--- src/rtl/vga_timing_gen_pkg.sv ---
// Shared VGA timing definitions.
// Holds the 1024x768@60 (VESA XGA) timing constants, the 11-bit count width and a
// helper that sums the four segments of one axis. Imported by the timing generator
// and by any controller (menu, game, top) that needs to reason about screen geometry.
package vga_timing_gen_pkg;

   localparam int unsigned CNT_W   = 11;
   localparam int unsigned CNT_MAX = (1 << CNT_W) - 1;

   typedef logic [CNT_W-1:0] cnt_t;

   // 1024x768@60, 65 MHz pixel clock
   localparam int unsigned XGA_H_ACTIVE = 1024;
   localparam int unsigned XGA_H_FP     = 24;
   localparam int unsigned XGA_H_SYNC   = 136;
   localparam int unsigned XGA_H_BP     = 160;
   localparam int unsigned XGA_V_ACTIVE = 768;
   localparam int unsigned XGA_V_FP     = 3;
   localparam int unsigned XGA_V_SYNC   = 6;
   localparam int unsigned XGA_V_BP     = 29;
   localparam logic        XGA_SYNC_POL = 1'b0;

   function automatic int unsigned axis_total(input int unsigned active,
                                              input int unsigned fp,
                                              input int unsigned sync,
                                              input int unsigned bp);
      return active + fp + sync + bp;
   endfunction

endpackage

--- src/rtl/vga_axis_counter.sv ---
// One display axis: wrapping position counter plus registered blank/sync decode.
// Flags are decoded from the next-state count so the registered flags line up with
// the registered count they describe.
//   pclk    : clock
//   rst     : synchronous, active-high reset (count 0, blank 0, sync inactive)
//   step_i  : advance the counter this cycle
//   count_o : current position, 0..TOTAL-1
//   wrap_o  : combinational, high when this cycle's step takes the count back to 0
//   blank_o : high when count is outside the active region
//   sync_o  : SYNC_POL while count is inside the sync pulse, else ~SYNC_POL
module vga_axis_counter
   import vga_timing_gen_pkg::*;
#(
   parameter int unsigned ACTIVE   = XGA_H_ACTIVE,
   parameter int unsigned FP       = XGA_H_FP,
   parameter int unsigned SYNC     = XGA_H_SYNC,
   parameter int unsigned BP       = XGA_H_BP,
   parameter logic        SYNC_POL = XGA_SYNC_POL
) (
   input  logic pclk,
   input  logic rst,
   input  logic step_i,
   output cnt_t count_o,
   output logic wrap_o,
   output logic blank_o,
   output logic sync_o
);

   localparam int unsigned TOTAL = axis_total(ACTIVE, FP, SYNC, BP);

   if (TOTAL > CNT_MAX || TOTAL < 2) begin : g_bad_total
      $error("vga_axis_counter: axis total %0d does not fit the count range", TOTAL);
   end

   localparam cnt_t LAST       = cnt_t'(TOTAL - 1);
   localparam cnt_t ACT_END    = cnt_t'(ACTIVE);
   localparam cnt_t SYNC_START = cnt_t'(ACTIVE + FP);
   localparam cnt_t SYNC_END   = cnt_t'(ACTIVE + FP + SYNC);

   cnt_t count_q, count_d;
   logic blank_q, blank_d;
   logic sync_q, sync_d;

   assign wrap_o = step_i && (count_q == LAST);

   always_comb begin
      count_d = count_q;
      if (step_i) begin
         count_d = (count_q == LAST) ? '0 : count_q + cnt_t'(1);
      end
      blank_d = (count_d >= ACT_END);
      sync_d  = ((count_d >= SYNC_START) && (count_d < SYNC_END)) ? SYNC_POL : ~SYNC_POL;
   end

   always_ff @(posedge pclk) begin
      if (rst) begin
         count_q <= '0;
         blank_q <= 1'b0;
         sync_q  <= ~SYNC_POL;
      end else begin
         count_q <= count_d;
         blank_q <= blank_d;
         sync_q  <= sync_d;
      end
   end

   assign count_o = count_q;
   assign blank_o = blank_q;
   assign sync_o  = sync_q;

endmodule

--- src/rtl/vga_timing_gen.sv ---
// VGA raster timing generator (default 1024x768@60).
// Horizontal and vertical axes are two instances of vga_axis_counter; the vertical
// axis steps only on the horizontal wrap. All outputs are registered and describe the
// same (hcount, vcount) pair. en=0 freezes everything and forces sof/eol low.
//   pclk, rst     : pixel clock, synchronous active-high reset (overrides en)
//   en            : count enable
//   hcount_out    : pixel index in line       vcount_out : line index in frame
//   hsync_out     : horizontal sync           vsync_out  : vertical sync
//   hblnk_out     : outside horizontal active vblnk_out  : outside vertical active
//   sof_out       : pulse when (0,0) is entered by counting
//   eol_out       : pulse when hcount shows H_TOTAL-1
//   frame_cnt_out : completed frames, wraps at 16 bits
module vga_timing_gen
   import vga_timing_gen_pkg::*;
#(
   parameter int unsigned H_ACTIVE = XGA_H_ACTIVE,
   parameter int unsigned H_FP     = XGA_H_FP,
   parameter int unsigned H_SYNC   = XGA_H_SYNC,
   parameter int unsigned H_BP     = XGA_H_BP,
   parameter int unsigned V_ACTIVE = XGA_V_ACTIVE,
   parameter int unsigned V_FP     = XGA_V_FP,
   parameter int unsigned V_SYNC   = XGA_V_SYNC,
   parameter int unsigned V_BP     = XGA_V_BP,
   parameter logic        SYNC_POL = XGA_SYNC_POL
) (
   input  logic        pclk,
   input  logic        rst,
   input  logic        en,
   output cnt_t        hcount_out,
   output cnt_t        vcount_out,
   output logic        hsync_out,
   output logic        vsync_out,
   output logic        hblnk_out,
   output logic        vblnk_out,
   output logic        sof_out,
   output logic        eol_out,
   output logic [15:0] frame_cnt_out
);

   localparam int unsigned H_TOTAL = axis_total(H_ACTIVE, H_FP, H_SYNC, H_BP);
   // eol is registered, so it is raised on the step that lands on H_TOTAL-1
   localparam cnt_t H_PRE_LAST = cnt_t'(H_TOTAL - 2);

   cnt_t        hcount, vcount;
   logic        h_wrap, v_wrap, v_step;
   logic        sof_q, sof_d;
   logic        eol_q, eol_d;
   logic [15:0] frame_cnt_q, frame_cnt_d;

   assign v_step = en && h_wrap;

   vga_axis_counter #(
      .ACTIVE   (H_ACTIVE),
      .FP       (H_FP),
      .SYNC     (H_SYNC),
      .BP       (H_BP),
      .SYNC_POL (SYNC_POL)
   ) u_h_axis (
      .pclk    (pclk),
      .rst     (rst),
      .step_i  (en),
      .count_o (hcount),
      .wrap_o  (h_wrap),
      .blank_o (hblnk_out),
      .sync_o  (hsync_out)
   );

   vga_axis_counter #(
      .ACTIVE   (V_ACTIVE),
      .FP       (V_FP),
      .SYNC     (V_SYNC),
      .BP       (V_BP),
      .SYNC_POL (SYNC_POL)
   ) u_v_axis (
      .pclk    (pclk),
      .rst     (rst),
      .step_i  (v_step),
      .count_o (vcount),
      .wrap_o  (v_wrap),
      .blank_o (vblnk_out),
      .sync_o  (vsync_out)
   );

   always_comb begin
      // v_wrap already implies en and a horizontal wrap
      sof_d       = v_wrap;
      eol_d       = en && (hcount == H_PRE_LAST);
      frame_cnt_d = frame_cnt_q;
      if (v_wrap) begin
         frame_cnt_d = frame_cnt_q + 16'd1;
      end
   end

   always_ff @(posedge pclk) begin
      if (rst) begin
         sof_q       <= 1'b0;
         eol_q       <= 1'b0;
         frame_cnt_q <= '0;
      end else begin
         sof_q       <= sof_d;
         eol_q       <= eol_d;
         frame_cnt_q <= frame_cnt_d;
      end
   end

   assign hcount_out    = hcount;
   assign vcount_out    = vcount;
   assign sof_out       = sof_q;
   assign eol_out       = eol_q;
   assign frame_cnt_out = frame_cnt_q;

endmodule

--- config.mk ---
export PLATFORM = sky130hd
export DESIGN_NAME = vga_timing_gen
export DESIGN_NICKNAME = d
export VERILOG_FILES = /design/src/rtl/vga_timing_gen_pkg.sv /design/src/rtl/vga_axis_counter.sv /design/src/rtl/vga_timing_gen.sv
export SDC_FILE = /design/constraint.sdc
export NUM_CORES = 1
export LEC_CHECK = 0
export CAP_MARGIN = 5
export CELL_PAD_IN_SITES_DETAIL_PLACEMENT = 2
export CELL_PAD_IN_SITES_GLOBAL_PLACEMENT = 2
export CORE_MARGIN = 3
export CORE_UTILIZATION = 30
export DETAILED_ROUTE_END_ITERATION = 7
export PLACE_DENSITY_LB_ADDON = 0.1
export SYNTH_ARGS = -nofsm -noshare
export SYNTH_HDL_FRONTEND = slang
export SYNTH_SLANG_ARGS = --single-unit
--- constraint.sdc ---
create_clock -name pclk -period 2.45 [get_ports pclk]
set_input_delay 0.49 -clock pclk [delete_from_list [all_inputs] [get_ports pclk]]
set_output_delay 0.49 -clock pclk [all_outputs]
set_load 0.02 [all_outputs]
# [Word level (Yosys, flattened, before mapping)]
# Index checks and enable logic that the tools add are counted.
[totals] register_bits=44 latch_bits=0 ramBits=0 rom_bits=0 input_bits=3 word_cells=33 mem_count=0
[op_classes] add_sub_neg=3 mul=0 n_div=0 order_cmp=6 eq_ne=3 shifts=0 mux=6 bitwise_logic=0 n_reduce_logical=6
[op_table] operator="two-way mux 11 bit" n=4
[op_table] operator="adder 11 x 1 -> 11 bit (second input constant)" n=2
[op_table] operator="equality test 11 bit (second input constant)" n=2
[op_table] operator="greater-or-equal comparator 11 x 10 -> 1 bit (second input constant)" n=2
[op_table] operator="greater-or-equal comparator 11 bit (second input constant)" n=2
[op_table] operator="adder 16 x 1 -> 16 bit (second input constant)" n=1
[op_table] operator="equality test 11 x 10 -> 1 bit (second input constant)" n=1
[op_table] operator="less-than comparator 11 x 10 -> 1 bit (second input constant)" n=1
[op_table] operator="less-than comparator 11 bit (second input constant)" n=1
[op_table] operator="logical AND 1 bit" n=6
[op_table] operator="two-way mux 1 bit" n=2

# [Depth between registers and ports, before layout]
# Gate-level depths: netlist (run 1).
[logic_depth] depth_word=7 depth_mapped=10 mapped_depth_nobuf=8

# [Hierarchy]
# A second synthesis (run 1) with hierarchy kept.
[hier_totals] hier_cells=269 hier_area_um2=2384.8
[by_module_without_submodules] mod="vga_timing_gen" instances=1 cells_each=92 area_per_inst_um2=840.8 seq_area_each_um2=360.3
[by_module_without_submodules] mod="vga_axis_counter (u_v_axis)" instances=1 cells_each=98 area_per_inst_um2=810.8 seq_area_each_um2=260.2
[by_module_without_submodules] mod="vga_axis_counter (u_h_axis)" instances=1 cells_each=79 area_per_inst_um2=733.2 seq_area_each_um2=240.2

# [Least setup slack after synthesis (run 1)]
# OpenSTA, ideal clock, no wires.
[synth_timing] kind="reg2reg" from="register u_h_axis.count_q[1] (netlist: u_h_axis.count_o[1])" to="register u_v_axis.blank_q (netlist: u_v_axis.blank_o)" setup_ps=88 arrival_time_ps=2159 path_slack_ps=203 stages_incl_launch_ff=9 period_less_slack_ps=2247 path_cell_list="dfxtp_1 > ha_1 > and4_1 > clkbuf_1 > nand3_2 > nor3_2 > or2_2 > a21oi_1 > a311oi_2"
[synth_between] elab_chain_len=5
[synth_rtl] item="start, declared" line_no="vga_axis_counter.sv:40" text="cnt_t count_q, count_d;"
[synth_rtl] item="start signal, assigned" line_no="vga_axis_counter.sv:61" text="count_q <= count_d;"
[synth_rtl] item="equality test 11 bit" line_no="vga_axis_counter.sv:44" text="assign wrap_o = step_i && (count_q == LAST);"
[synth_rtl] item="logical AND 1 bit" line_no="vga_axis_counter.sv:44"
[synth_rtl] item="logical AND 1 bit" line_no="vga_timing_gen.sv:50" text="assign v_step = en && h_wrap;"
[synth_rtl] item="two-way mux 11 bit" line_no="vga_axis_counter.sv:48" text="if (step_i) begin"
[synth_rtl] item="greater-or-equal comparator 11 x 10 -> 1 bit" line_no="vga_axis_counter.sv:51" text="blank_d = (count_d >= ACT_END);"
[synth_rtl] item="end signal, assigned" line_no="vga_axis_counter.sv:62" text="blank_q <= blank_d;"
[synth_rtl] item="end, declared" line_no="vga_axis_counter.sv:41" text="logic blank_q, blank_d;"
# Every way passes these cells.
# A chain may end at the register's enable or synchronous reset.

# [Worst setup path after layout (run 1)]
[layout_timing] from="register u_h_axis.count_q[7] (netlist: u_h_axis.count_o[7])" to="register u_v_axis.sync_q (netlist: u_v_axis.sync_o)"
[layout_between] elab_chain_len=7 word_cells_on_any_way=8 cone_classes="order compare (2); eq/ne (1); mux (2); reduce/logical (3)"
[layout_rtl] item="equality test 11 bit (*)" line_no="vga_axis_counter.sv:44"
[layout_rtl] item="logical AND 1 bit (*)" line_no="vga_axis_counter.sv:44"
[layout_rtl] item="logical AND 1 bit (*)" line_no="vga_timing_gen.sv:50"
[layout_rtl] item="two-way mux 11 bit (*)" line_no="vga_axis_counter.sv:48"
[layout_rtl] item="greater-or-equal comparator 11 x 10 -> 1 bit / less-than comparator 11 x 10 -> 1 bit (equally long branches)" line_no="vga_axis_counter.sv:52" text="sync_d = ((count_d >= SYNC_START) && (count_d < SYNC_END)) ? SYNC_POL : ~SYNC_POL;"
[layout_rtl] item="logical AND 1 bit (*)" line_no="vga_axis_counter.sv:52"
[layout_rtl] item="two-way mux 1 bit (*)" line_no="vga_axis_counter.sv:52"
[layout_rtl] item="end signal, assigned" line_no="vga_axis_counter.sv:59" text="sync_q <= ~SYNC_POL;"
[layout_rtl] item="end signal, assigned" line_no="vga_axis_counter.sv:63" text="sync_q <= sync_d;"
[layout_rtl] item="end, declared" line_no="vga_axis_counter.sv:42" text="logic sync_q, sync_d;"
# Every way passes the cells marked *; elsewhere a longest branch is shown, timed or not.

==> results of run 1 <==
path summary, 6_finish.rpt:
kind	from	endpoint	slack [ns]	cells past startpoint
worst min register to register	frame_cnt_out[1]	frame_cnt_out[1]	0.53	2
worst max-delay path	u_h_axis.count_o[7]	u_v_axis.sync_o	0.18	7
worst max register to register	u_h_axis.count_o[7]	u_v_axis.sync_o	0.18	7
worst min-delay path	frame_cnt_out[1]	frame_cnt_out[1]	0.53	2
metrics by stage:
step           total power [mW]  cell area, µm²  setup WS (ns)  utilization  hold WS, ns
5_1_grt                    1.41            3090         0.0189        0.421        0.577
4_1_cts                    1.36            3090          0.162        0.421        0.531
6_report                   1.34            3090          0.184        0.421        0.526
3_3_place_gp              0.785            2980         0.0350        0.406        0.497
2_1_floorplan             0.760            2280          0.203            -        0.567
3_5_place_dp              0.786            2980        -0.0620        0.406        0.517
final cells by class:
class | count | area [µm²] | area share
clock buffer | 5 | 68.8 | 0.0223
clock inverter | 3 | 42.5 | 0.0138
inverter | 7 | 26.3 | 0.00851
multi-input combinational | 202 | 1300 | 0.421
sequential | 44 | 881 | 0.285
tap | 99 | 124 | 0.0401
timing repair buffer | 69 | 646 | 0.209
cells by family after synthesis:
family                     after synthesis  share of synthesized area
and+or+nand+nor                        136                      0.324
DFF                                     44                      0.386
xor gates and xnor gates                33                      0.127
AOI/OAI and AO/OA                       24                     0.0741
buffers and inverters                   23                     0.0434
adders and majority gates                5                     0.0274
muxes                                    4                     0.0176
synth_stat cells (5+ instances only):
library cell | n | area, µm²
nand3_1 | 18 | 90.1
nor3_1 | 11 | 55.1
and3_1 | 5 | 31.3
xor2_1 | 18 | 158
dfxtp_1 | 44 | 881
nand2_1 | 20 | 75.1
ha_1 | 5 | 62.6
a21oi_1 | 8 | 40.0
clkbuf_1 | 11 | 41.3
nand4_1 | 11 | 68.8
nor2_1 | 42 | 158
inv_1 | 7 | 26.3
xnor2_1 | 15 | 131
registers in the layout, summed over array words and instances (netlist names):
register and cells:
frame_cnt_out 16, u_h_axis.count_o 11, u_v_axis.count_o 11, eol_out 1, sof_out 1, u_h_axis.blank_o 1
u_h_axis.sync_o 1, u_v_axis.blank_o 1, u_v_axis.sync_o 1
critical path: cells and delay by family, from the launching register on:
kind,cells,cell delay [ns]
and+or+nand+nor,5,1.39
DFF,1,0.39
xor gates and xnor gates,1,0.19
buffers and inverters,1,0.16
routing by layer:
metal	global-route usage	routed length [µm]	vias up
met5	0	0	-
met4	0.0440	52	0
met3	0.0314	188	4
met2	0.271	3350	35
met1	0.246	3430	1072
li1	-	-	1050
power by group:
| part | switching, mW | internal, mW | leakage [nW] |
|---|---|---|---|
| combinational | 0.0293 | 0.0201 | 0.691 |
| clock | 0.268 | 0.302 | 0.0541 |
| sequential | 0.00191 | 0.717 | 0.355 |
| total | 0.299 | 1.04 | 1.10 |
==> results.toml, run 1 <==
[logic_synthesis]
synth_edf_count = 0
synthFlopType = "dfxtp_1"
netlist_area_um2 = 2280
synth.distinct_cells = 47
synth_nets = 277
ys_seq_area_frac = 0.386
synth_seq_cells = 44
netlist_instances = 269
async_flop_share = 0
ys_warn_count = 0
avgSynthCellArea_um2 = 8.47

[sta]
finalCritPeriodShare = 0.925
slew_headroom = 0.726
fin_crit_ns = 2.27
fmax_ghz = 0.441
finalSetupViolCount = 0
hold_viol = 0
rsz0062_at_grt = "no"
setup_tns_ns = 0
tightest_slew_ns = 0.408
maxSlewViolCount = 0
finClkSkew_ns = 0.00848

[routing]
drtAntennaViolNets = 0
vias = 2161
drc = 0
firstDrtPassIters = 4
wire_per_inst_um = 16.4
drt_wl_total_um = 7020
drtIter0Drc = 48
vias_per_cell = 5.04

[place]
numPortBuffers = 46
gp_congestion = 0.772
dp.cells = 421
hpwl_um = 5310

[critical_path]
crit_chain = "or4b_4 -> nor3_4 -> buf_12 -> nand4_1 -> xor2_1 -> nor4b_1 -> nand4_1"
arrival_ns = 2.44
end_kind = "flip-flop"
cpMaxStageDelayCell = "or4b_4"
start_kind = "flip-flop"
setup.worst_path.class = "reg -> reg"
crit_top_cell = "nand4_1"
critPathMaxStageDelay_ns = 0.59
critPathRequiredTime_ns = 2.63
critPathMaxFanout = 8

[clock_tree]
cts_setup_buffers = 0
numClockSinks = 44
cts-root-buf = "clkbuf_8"
cts.htree.levels = 2
cts_made_buffers = 5
cts_resized = 0
cts_tree = "yes"
clk_pin_slew_ns = 0.09
ctsHoldBuffers = 0
cts_buffer_depth = 2
clock_latency_ns = 0.30

[pwr]
ir_worst_vdd_v = 0.000185
power_density_nw_per_um2 = 433
leakage_nw = 1.10

[floorplan]
die_w_um = 93.2
coreArea_um2 = 7330
die_h_um = 93.2
ios = 47
dieArea_um2 = 8680
start_util = 0.311
num_rows = 31

[finish]
layout-drive-gt1-share = 0.133
layout.nets = 337
fill_cells = 838
layout_common_cells = "clkdlybuf4s50_1, dfxtp_1, nor2_1, buf_4, nand2_1"
mostFrequentLayoutCell = "clkdlybuf4s50_1"
area_delta_synth_final_pct = 35.5
n_antenna_cell = 0
final_cells = 429

[global_routing]
grt_antenna_before_repair = 0
grt_max_degree = 24
overflow = 0
grt_pass1_wl_um = 11900
grt_pass1_vias = 2237
track_usage = 0.173

[flow_run]
maxCapViolations = 0

[status]
status = "finished, final reports clean"

[worst_hold_path]
min_path_type = "reg -> reg"
No activity file was read; power rests on OpenSTA's default activity.
==> run 2: changes to the inputs <==
--- a/config.mk
+++ b/config.mk
@@ -5,11 +5,13 @@
 export SDC_FILE = /design/constraint.sdc
 export NUM_CORES = 1
 export LEC_CHECK = 0
+export ABC_AREA = 0
 export CAP_MARGIN = 5
 export CELL_PAD_IN_SITES_DETAIL_PLACEMENT = 2
 export CELL_PAD_IN_SITES_GLOBAL_PLACEMENT = 2
-export CORE_MARGIN = 3
-export CORE_UTILIZATION = 30
+export CORE_MARGIN = 2
+export CORE_UTILIZATION = 31
+export CTS_BUF_LIST = sky130_fd_sc_hd__clkbuf_8
 export DETAILED_ROUTE_END_ITERATION = 7
 export PLACE_DENSITY_LB_ADDON = 0.1
 export SYNTH_ARGS = -nofsm -noshare
==> run 2 against run 1 <==
Clock skew shrank 0.0058 ns. Clock power rose by 4.9%. Die area is 7.2% lower. Combinational power fell by 2%. Non-clock buffer count decreased by 2. Critical endpoint unchanged. Fmax up 1.9%. Hold slack improved by 0.0090 ns. Cell count shrank 0.47%.
==> results.toml, run 2 (synthesis gave the netlist of run 1 again) <==
[routing]
drc = 0
vias = 2118
drtIter0Drc = 63
drtAntennaViolNets = 0
drt_wl_total_um = 6510
vias_per_cell = 4.96
firstDrtPassIters = 4
wire_per_inst_um = 15.3

[global_routing]
overflow = 0
track_usage = 0.171
grt_antenna_before_repair = 0
grt_pass1_wl_um = 11300
grt_pass1_vias = 2229
grt_max_degree = 22

[floorplan]
coreArea_um2 = 7180
start_util = 0.318
die_w_um = 89.8
ios = 47
num_rows = 31
die_h_um = 89.8
dieArea_um2 = 8060

[pwr]
internal_power_mw = 1.07
p_comb_frac = 0.035
switching_share = 0.215
power.share.clock = 0.438
p_seq_frac = 0.527
power_density_nw_per_um2 = 444
ir_worst_vdd_v = 0.000219
switchingPower_mw = 0.294
leakage_nw = 1.09

[sta]
tightest_slew_ns = 0.439
slew_headroom = 0.704
finClkSkew_ns = 0.00264
maxSlewViolCount = 0
rsz0062_at_grt = "no"
fmax_ghz = 0.450
setup_slack_ns = 0.227
hold_viol = 0
fin_crit_ns = 2.22
finalCritPeriodShare = 0.907
finalSetupViolCount = 0

[finish]
layout_common_cells = "clkdlybuf4s50_1, dfxtp_1, nor2_1, buf_4, nand2_1"
final_util = 0.428
fill_cells = 812
largest_reg_flops = 16
layout-drive-gt1-share = 0.128
area_delta_synth_final_pct = 34.7
layout.nets = 335
mostFrequentLayoutCell = "clkdlybuf4s50_1"
n_antenna_cell = 0

[place]
post-place-ws_ns = -0.0730
hpwl_um = 5000
numPortBuffers = 46
gp_congestion = 0.749

[flow_run]
maxCapViolations = 0

[clock_tree]
clock_latency_ns = 0.30
numClockSinks = 44
cts_tree = "yes"
clk_pin_slew_ns = 0.09
cts_setup_buffers = 0
cts_buffer_depth = 2
cts_made_buffers = 5
cts_resized = 0
cts-root-buf = "clkbuf_8"
cts.htree.levels = 2
ctsHoldBuffers = 0

[critical_path]
arrival_ns = 2.40
timing.rr.start = "u_h_axis.count_o[7]"
reg2reg_slack_ns = 0.24
critPathMaxFanout = 9
setup.worst_path.class = "in -> reg"
critPathRequiredTime_ns = 2.62
end_kind = "flip-flop"
crit_start = "en"
start_kind = "input port"

[status]
status = "finished, final reports clean"

[worst_hold_path]
holdCritStartpoint = "frame_cnt_out[1]"
min_path_type = "reg -> reg"
==> run 2: final cells by class <==
type | count | area [µm²] | share of cell area
Multi-Input combinational cell | 202 | 1300 | 0.423
Inverter | 7 | 26.3 | 0.00856
Timing Repair Buffer | 67 | 618 | 0.201
Tap cell | 99 | 124 | 0.0403
Sequential cell | 44 | 881 | 0.287
Clock inverter | 2 | 38.8 | 0.0126
Clock buffer | 6 | 82.6 | 0.0269
==> run 2: routing by layer <==
metal	up-vias	wire, µm	track usage
li1	1040	-	-
met1	1041	3300	0.235
met2	32	2990	0.278
met3	5	160	0.0285
met4	0	68	0.0449
met5	-	0	0
==> run 2: final timing paths <==
| path | endpoint | cells past startpoint |
|---|---|---|
| setup / recovery | u_v_axis.sync_o | 8 |
| hold / removal | frame_cnt_out[1] | 2 |
| setup reg to reg | u_v_axis.sync_o | 7 |
| hold reg to reg | frame_cnt_out[1] | 2 |
==> run 2: through the flow <==
step | total power, mW | cells | cell area, µm² | setup TNS, ns | hold slack, ns
after floorplan | 0.760 | 269 | 2280 | 0 | 0.567
after global placement | 0.784 | 419 | 2950 | 0 | 0.504
after detailed placement | 0.784 | 419 | 2950 | -0.125 | 0.518
after CTS | 1.39 | 427 | 3070 | 0 | 0.544
after global routing | 1.42 | 427 | 3070 | 0 | 0.576
final | 1.36 | 427 | 3070 | 0 | 0.535
==> run 2: power by group through the flow <==
stage / combinational [mW] / clock [mW] / sequential, mW
3_5_place_dp: 0.0488 / 0 / 0.736
3_3_place_gp: 0.0482 / 0 / 0.735
4_1_cts: 0.0491 / 0.622 / 0.719
5_1_grt: 0.0531 / 0.651 / 0.720
6_report: 0.0482 / 0.598 / 0.719
2_1_floorplan: 0.0197 / 0 / 0.740
==> run 2: worst max-delay path, cell delays in order <==
cell             delay, ns
clkdlybuf4s50_1       0.58
nand4_1               0.20
nor3_4                0.26
buf_4                 0.23
nand2_2               0.07
o311a_1               0.29
mux2i_1               0.15
nand4_1               0.11
==> run 3: changes to the inputs <==
--- a/config.mk
+++ b/config.mk
@@ -10,9 +10,9 @@
 export CELL_PAD_IN_SITES_DETAIL_PLACEMENT = 2
 export CELL_PAD_IN_SITES_GLOBAL_PLACEMENT = 2
 export CORE_MARGIN = 2
-export CORE_UTILIZATION = 31
-export CTS_BUF_LIST = sky130_fd_sc_hd__clkbuf_8
+export CORE_UTILIZATION = 30
 export DETAILED_ROUTE_END_ITERATION = 7
+export HOLD_SLACK_MARGIN = 0.12
 export PLACE_DENSITY_LB_ADDON = 0.1
 export SYNTH_ARGS = -nofsm -noshare
 export SYNTH_HDL_FRONTEND = slang
==> run 3 against run 2 <==
Cell count decreased by 0.23%. Sequential share of layout area increased by 0.35 points. Total power decreased by 8.9%. Clock power decreased by 20%. Combinational power decreased by 5.0%. Final area decreased by 1.1%. Hold slack got worse by 0.010 ns. First-iteration DRC count decreased by 29%. Count of clock-buffer cells in the layout decreased by 1. Sequential cell count unchanged. Largest cell class unchanged. Highest routed layer unchanged.
==> results.toml, run 3 (synthesis gave the netlist of run 1 again) <==
[routing]
drtAntennaViolNets = 0
drtIter0Drc = 45
drc = 0
wire_per_inst_um = 15.7
firstDrtPassIters = 3
vias_per_cell = 4.98
drt_wl_total_um = 6670
vias = 2120

[place]
numPortBuffers = 46
gp_congestion = 0.795
dp.cells = 418
hpwl_um = 5040

[pwr]
switchingPower_mw = 0.305
power.share.clock = 0.384
internal_power_mw = 0.939
p_comb_frac = 0.037
ir_worst_vdd_v = 0.000210
power_density_nw_per_um2 = 409
switching_share = 0.245
leakage_nw = 1.07
p_seq_frac = 0.580

[finish]
largest_reg_flops = 16
regArea_um2 = 882
final_cells = 426
multiInputGateArea_um2 = 1300
layout.nets = 334
layout-drive-gt1-share = 0.131
area_delta_synth_final_pct = 33.3
n_antenna_cell = 0
final_util = 0.417
layout_common_cells = "clkdlybuf4s50_1, dfxtp_1, nor2_1, nand2_1, buf_4"
fill_cells = 850
mostFrequentLayoutCell = "clkdlybuf4s50_1"

[status]
status = "finished, final reports clean"

[clock_tree]
cts_tree = "yes"
clock_latency_ns = 0.30
cts_setup_buffers = 0
cts_resized = 0
cts-root-buf = "clkbuf_8"
clk_pin_slew_ns = 0.09
cts_buffer_depth = 2
cts.htree.levels = 2
numClockSinks = 44
cts_made_buffers = 5
ctsHoldBuffers = 0

[sta]
finalSetupViolCount = 0
rsz0062_at_grt = "no"
tightest_slew_ns = 0.449
finClkSkew_ns = 0.0124
hold_viol = 0
fmax_ghz = 0.450
maxSlewViolCount = 0
finalCritPeriodShare = 0.908
slew_headroom = 0.698
holdWs_ns = 0.525
fin_crit_ns = 2.22

[global_routing]
track_usage = 0.170
grt_pass1_vias = 2233
grt_pass1_wl_um = 11400
grt_max_degree = 26
overflow = 0
grt_antenna_before_repair = 0

[flow_run]
maxCapViolations = 0

[floorplan]
ios = 47
dieArea_um2 = 8310
num_rows = 31
coreArea_um2 = 7290
start_util = 0.313
die_w_um = 91.2
die_h_um = 91.2

[critical_path]
r2r_cells = 7
critPathRequiredTime_ns = 2.63
arrival_ns = 2.41
setup.worst_path.class = "reg -> reg"
start_kind = "flip-flop"
end_kind = "flip-flop"
critPathMaxFanout = 9

[worst_hold_path]
min_path_cells = 2
min_path_type = "reg -> reg"
[run 3: cell types whose count changed in the layout (fill, tap and decap cells not counted), sizes merged]
cell / delta
clkbuf: -1
buf: -1
bufinv: -1
clkinvlp: +2
[run 3: critical path, stage by stage, from the launching register on]
cell	delay (ns)
dfxtp_1	0.39
or4b_4	0.57
nor3_4	0.28
buf_4	0.23
nand2_2	0.08
o311a_1	0.30
mux2i_1	0.16
nand4_1	0.11
[run 3: final cells by class]
type	count	area share
Multi-Input combinational cell	202	0.429
Sequential cell	44	0.290
Timing Repair Buffer	66	0.201
Tap cell	99	0.0408
Clock buffer	5	0.0227
Inverter	7	0.00865
Clock inverter	3	0.00783
[run 3: power by group through the flow]
stage / combinational (mW) / sequential [mW] / clock, mW
CTS: 0.0470 / 0.721 / 0.505
floorplan: 0.0197 / 0.740 / 0
global placement: 0.0454 / 0.737 / 0
finish: 0.0458 / 0.721 / 0.477
global route: 0.0503 / 0.722 / 0.537
detailed placement: 0.0467 / 0.737 / 0
[run 3: path summary, 6_finish.rpt]
check / from / endpoint / slack (ns)
setup / recovery: u_h_axis.count_o[6] / u_v_axis.sync_o / 0.23
hold / removal: frame_cnt_out[15] / frame_cnt_out[15] / 0.53
setup reg to reg: u_h_axis.count_o[6] / u_v_axis.sync_o / 0.23
hold reg to reg: frame_cnt_out[15] / frame_cnt_out[15] / 0.53
[run 3: layer usage]
layer,up-vias,wire [µm],GRT usage
li1,1046,-,-
met1,1042,3250,0.229
met2,27,3190,0.278
met3,5,171,0.0365
met4,0,55,0.0379
met5,-,0,0
[run 3: per-stage QoR]
| step | power, mW | setup WS [ns] | cell area, µm² | TNS (ns) |
|---|---|---|---|---|
| after floorplan | 0.760 | 0.203 | 2280 | 0 |
| after detailed placement | 0.784 | -0.0618 | 2940 | -0.0841 |
| after CTS | 1.27 | 0.182 | 3030 | 0 |
| after global placement | 0.783 | 0.0439 | 2940 | 0 |
| after global routing | 1.31 | 0.0486 | 3040 | 0 |
| final | 1.24 | 0.226 | 3040 | 0 |
